## src/rtl/if_branch_predictor.sv

```systemverilog
// IF-stage direct-mapped branch predictor: 2-bit saturating counters with a tagged BTB.
// Lookup is combinational on pc; training from EX is written on the clock edge.
module if_branch_predictor #(
  parameter int INDEX_BITS = 4
) (
  input  logic        clk,
  input  logic        rst,
  input  logic [31:0] pc,
  output logic        jump_prediction,
  output logic [31:0] addr_prediction,
  input  logic        update_valid,
  input  logic [31:0] update_pc,
  input  logic        update_taken,
  input  logic [31:0] update_target
);

  localparam int ENTRIES = 1 << INDEX_BITS;
  localparam int TAG_W   = 30 - INDEX_BITS;

  logic              valid_q  [ENTRIES];
  logic [TAG_W-1:0]  tag_q    [ENTRIES];
  logic [1:0]        ctr_q    [ENTRIES];
  logic [31:0]       target_q [ENTRIES];

  logic [INDEX_BITS-1:0] rd_idx, wr_idx;
  logic [TAG_W-1:0]      rd_tag, wr_tag;
  logic                  rd_hit, wr_hit;

  logic        wr_en_d;
  logic [1:0]  wr_ctr_d;
  logic [31:0] wr_target_d;

  function automatic logic [1:0] ctr_inc(input logic [1:0] c);
    return (c == 2'b11) ? c : c + 2'd1;
  endfunction

  function automatic logic [1:0] ctr_dec(input logic [1:0] c);
    return (c == 2'b00) ? c : c - 2'd1;
  endfunction

  assign rd_idx = pc[INDEX_BITS+1:2];
  assign rd_tag = pc[31:INDEX_BITS+2];
  assign wr_idx = update_pc[INDEX_BITS+1:2];
  assign wr_tag = update_pc[31:INDEX_BITS+2];

  // Lookup sees pre-update contents; there is deliberately no write-to-read bypass.
  assign rd_hit          = valid_q[rd_idx] && (tag_q[rd_idx] == rd_tag);
  assign jump_prediction = rd_hit && ctr_q[rd_idx][1];
  assign addr_prediction = jump_prediction ? target_q[rd_idx] : pc + 32'd4;

  assign wr_hit = valid_q[wr_idx] && (tag_q[wr_idx] == wr_tag);

  always_comb begin
    wr_en_d     = 1'b0;
    wr_ctr_d    = ctr_q[wr_idx];
    wr_target_d = target_q[wr_idx];
    if (update_valid) begin
      if (wr_hit) begin
        wr_en_d = 1'b1;
        if (update_taken) begin
          wr_ctr_d    = ctr_inc(ctr_q[wr_idx]);
          wr_target_d = update_target;
        end else begin
          wr_ctr_d = ctr_dec(ctr_q[wr_idx]);
        end
      end else if (update_taken) begin
        // Taken miss evicts whatever lives at this index; not-taken misses never allocate.
        wr_en_d     = 1'b1;
        wr_ctr_d    = 2'b10;
        wr_target_d = update_target;
      end
    end
  end

  always_ff @(posedge clk) begin
    if (rst) begin
      for (int i = 0; i < ENTRIES; i++) begin
        valid_q[i]  <= 1'b0;
        tag_q[i]    <= '0;
        ctr_q[i]    <= 2'b01;
        target_q[i] <= '0;
      end
    end else if (wr_en_d) begin
      valid_q[wr_idx]  <= 1'b1;
      tag_q[wr_idx]    <= wr_tag;
      ctr_q[wr_idx]    <= wr_ctr_d;
      target_q[wr_idx] <= wr_target_d;
    end
  end

endmodule

```

## config.mk

```make
export PLATFORM = sky130hd
export DESIGN_NAME = if_branch_predictor
export DESIGN_NICKNAME = d
export VERILOG_FILES = /design/src/rtl/if_branch_predictor.sv
export SDC_FILE = /design/constraint.sdc
export NUM_CORES = 2
export LEC_CHECK = 0
export BUFFER_PORTS_ARGS = -buffer_cell sky130_fd_sc_hd__buf_4
export CAP_MARGIN = 20
export CORE_MARGIN = 4
export CORE_UTILIZATION = 40
export CTS_BUF_LIST = sky130_fd_sc_hd__clkbuf_16
export DETAILED_ROUTE_END_ITERATION = 7
export GPL_TIMING_DRIVEN = 0
export RECOVER_POWER = 100
export SYNTH_ARGS = -nofsm -noshare
export SYNTH_HDL_FRONTEND = slang
export SYNTH_SLANG_ARGS = --single-unit
```

## constraint.sdc

```tcl
create_clock -name clk -period 4.07 [get_ports clk]
set_input_delay 0.407 -clock clk [delete_from_list [all_inputs] [get_ports clk]]
set_output_delay 0.407 -clock clk [all_outputs]
set_load 0.005 [all_outputs]
```

==> impl_metrics.env <==
export IMPL_run_status="complete, but fails checks"
export IMPL_violations="max-capacitance violations, max-slew violations, negative setup slack"
export IMPL_clock_skew_final_ns=0.0295
export IMPL_ir_drop_mv=0.343
export IMPL_grt_max_degree=22
export IMPL_crit_fanout=10
export IMPL_num_fill_cells=10400
export IMPL_clk_pin_slew_ns=0.06
export IMPL_cts_root_buffer="clkbuf_16"
export IMPL_max_stage_delay_ns=0.46
export IMPL_numClockSinks=976
export IMPL_ff2ff_setup_slack_ns=-0.07
export IMPL_hold_viol=0
export IMPL_hp_start="update_target[12]"
export IMPL_multi_input_area_sq_um=19000
export IMPL_firstDrtPassIters=6
export IMPL_place_congestion=0.986
export IMPL_pwr_share_seq_pct=48.9
export IMPL_drcViolationCount=0
export IMPL_postPlaceCellArea_sq_um=53400
export IMPL_syn_num_nets=3359
export IMPL_initial_core_util_pct=40.3
export IMPL_drtAntennaViolNets=0
export IMPL_post_place_ws_ns=-3.06
export IMPL_grt_pass1_wl_um=248000
export IMPL_setup_ws_ns=-0.332
export IMPL_synth_edf_count=960
export IMPL_final_instance_count_excl_fill=5309
export IMPL_crit_path_start="update_pc[5]"
export IMPL_worstSetupPathType="in -> reg"
export IMPL_vias=32100
export IMPL_hp_class="in -> reg"
export IMPL_die_area_sq_um=129000
export IMPL_crit_required_ns=4.46
export IMPL_cts_tree="yes"
export IMPL_portBuffers=112
export IMPL_drive_gt1_share_pct=26.1
export IMPL_power_density_nw_per_um2=416
export IMPL_wl_met1_um=70500
export IMPL_cp_slowest_cell="a211oi_4"
export IMPL_vias_per_cell=6.05
export IMPL_syn_cell_area_sq_um=49200
export IMPL_async_flop_share_pct=0
export IMPL_yosysWarnings=0
export IMPL_cp_data_arrival_time_ns=4.80
export IMPL_hpwl_um=125000
export IMPL_worst_slew_pin_slew_ns=1.86
export IMPL_ys_seq_area_share_pct=59.3
export IMPL_die_h_um=359
export IMPL_wl_met3_um=23100
export IMPL_drt_total_wl_um=181000
export IMPL_post_drt_wl_per_cell_um=34.0
export IMPL_ys_ff_latch=976
export IMPL_rsz0062_at_grt="true"
export IMPL_dp_cells=5051
export IMPL_grt_pass1_vias=31300
export IMPL_drt_iter0_drc=4506
export IMPL_internal_power_mw=17.9
export IMPL_fp_row_count=128
export IMPL_clk_latency_ns=0.71
export IMPL_endpoint_kind="flip-flop"
export IMPL_combPwrFrac_pct=12.3
export IMPL_synthCells=3258
export IMPL_cap_violations=3
export IMPL_leakagePower_nw=20.0
export IMPL_top_layer_used="met5"
export IMPL_met2WireLength_um=79500
export IMPL_die_w_um=359
export IMPL_htree_num_levels=3
export IMPL_finalSetupViolCount=856
export IMPL_io_pins=133
export IMPL_min_period_over_period_pct=108
export IMPL_fmax_mhz=227
export IMPL_maxSlewViolCount=48
export IMPL_grt_antenna_before_repair=18
export IMPL_reg2reg_from="tag_q[3][16]"
export IMPL_design_area_sq_um=57800
export IMPL_area_growth_pct=17.5
export IMPL_synth_avg_cell_area_sq_um=15.1
export IMPL_grt_overflow_total=0
export IMPL_period_needed_ns=4.40
export IMPL_power_switching_mw=6.09
export IMPL_seqCellArea_sq_um=29100
export IMPL_p_clk_share_pct=38.8
export IMPL_path_cells="clkbuf_1 > clkbuf_4 > buf_6 > clkinvlp_4 > clkbuf_4 > mux2i_4 > xnor2_4 > a211oi_4 > nand4_1 > buf_4 > nand2_2 > a41oi_4 > clkbuf_1 > buf_4 > nor4_4 > buf_8 > or2_4 > clkbuf_16"
export IMPL_core_sq_um=122000
export IMPL_yosysUniqueCellTypes=65
export IMPL_cts_made_buffers=103
export IMPL_cts_max_path_buffers=3
export IMPL_synth_top_flop_cell="edfxtp_1"
export IMPL_final_nets=3696
export IMPL_p_sw_share_pct=25.3
export IMPL_maxSlewHeadroom_pct=-24.9
export IMPL_worst_hold_slack_ns=0.0384
export IMPL_grt_use_total_pct=27.8
export IMPL_start_kind="primary input"
## Yosys cell counts (9+ instances only)
master | n | area [sq um]
edfxtp_1 | 960 | 28800
and2_1 | 931 | 5820
mux4_2 | 359 | 8090
clkbuf_1 | 232 | 871
mux2i_1 | 114 | 1140
nand2_1 | 93 | 349
o21ai_0 | 62 | 310
xnor2_1 | 49 | 429
nor2_1 | 36 | 135
a22oi_1 | 30 | 225
buf_1 | 28 | 105
nand3_1 | 26 | 130
buf_2 | 25 | 125
xor2_1 | 24 | 210
and3_1 | 22 | 138
inv_1 | 22 | 82.6
nor2b_1 | 20 | 125
or2_2 | 18 | 113
a21o_1 | 17 | 128
buf_4 | 16 | 120
dfxtp_1 | 16 | 320
a21oi_1 | 15 | 75.1
mux2_2 | 14 | 158
nor4_1 | 11 | 68.8
nand4_1 | 10 | 62.6
nor3_1 | 9 | 45.0
nor4_4 | 9 | 191
## flip-flops by register name (all words and copies together), names as in the netlist
register / flops
ctr_q: 32
tag_q: 416
valid_q: 16
target_q: 512
## critical path, delay by kind of cell
family | cells | cell delay (ns)
compound gates | 2 | 0.64
xor+xnor | 1 | 0.24
buf+inv | 10 | 2.26
mux | 1 | 0.27
simple gates | 4 | 0.90
## per-stage QoR
step,utilization (%),total power [mW],setup TNS (ns)
floorplan,-,13.4,-83.43
global placement,42.7,14.6,-4201.74
detailed placement,43.8,14.7,-2168.84
CTS,47.4,24.0,-2.90
global route,47.4,24.6,-91.07
finish,47.4,24.0,-120.99
## per-layer routing
layer | track usage, % | vias to the layer above
li1 | - | 12900
met1 | 38.8 | 16600
met2 | 42.0 | 2114
met3 | 8.09 | 429
met4 | 8.83 | 10
met5 | 0 | -
## layout by cell type, fill, tap and decap left out, drive strengths merged, types with 14 or more instances in the layout
| master | n |
|---|---|
| dfxtp | 16 |
| nand2 | 93 |
| o21ai | 62 |
| buf | 276 |
| mux4 | 359 |
| clkbuf | 366 |
| xnor2 | 49 |
| a21oi | 16 |
| and2 | 931 |
| mux2i | 114 |
| nor2b | 20 |
| and3 | 22 |
| nand3 | 26 |
| clkinv | 46 |
| nor2 | 36 |
| a22oi | 30 |
| or2 | 18 |
| a21o | 17 |
| inv | 44 |
| mux2 | 14 |
| edfxtp | 960 |
| xor2 | 24 |
| nor4 | 20 |
## what timing repair did
item                       in CTS  in global routing
cloned                          1                  4
hold buffers                    1                  0
hold endpoints to repair        1                  0
setup buffers                  36                 28
pin swaps                      14                 14
resized for setup             246                 95
setup endpoints to repair     945                700
## cell families (layout without fill, tap and decap cells)
| family | count (synthesis) | after routing | synth area share, % |
|---|---|---|---|
| flip-flops | 976 | 976 | 59.3 |
| AO/OA/AOI/OAI | 192 | 192 | 2.68 |
| adder cells (fa/ha/maj) | 2 | 2 | 0.0458 |
| AND/OR/NAND/NOR | 1195 | 1195 | 14.8 |
| XOR/XNOR | 73 | 73 | 1.30 |
| other | 0 | 10 | 0 |
| buffers and inverters | 333 | 749 | 2.85 |
| multiplexers | 487 | 487 | 19.1 |
## final timing paths
kind / endpoint / cells past startpoint
setup / recovery: tag_q[12][1] / 18
hold / removal: target_q[12][12] / 2
setup reg to reg: tag_q[12][1] / 14
hold reg to reg: valid_q[0] / 1
## final cells by class
| cell class | count | area share [%] |
|---|---|---|
| tap | 1625 | 3.52 |
| clock buffer | 106 | 4.59 |
| buffer | 305 | 3.15 |
| multi-input combinational | 1949 | 32.8 |
| sequential | 976 | 50.5 |
| clock inverter | 78 | 1.07 |
| timing repair buffer | 238 | 4.18 |
| antenna | 10 | 0.0433 |
| inverter | 22 | 0.149 |
## power by group through the flow
stage | clock [mW] | combinational, mW | sequential, mW
after detailed placement | 0 | 2.79 | 12.0
after CTS | 9.37 | 2.91 | 11.7
after floorplan | 0 | 1.48 | 11.9
final | 9.32 | 2.96 | 11.8
after global routing | 9.76 | 3.04 | 11.8
after global placement | 0 | 2.62 | 12.0
Power figures use the tool's default switching activity.
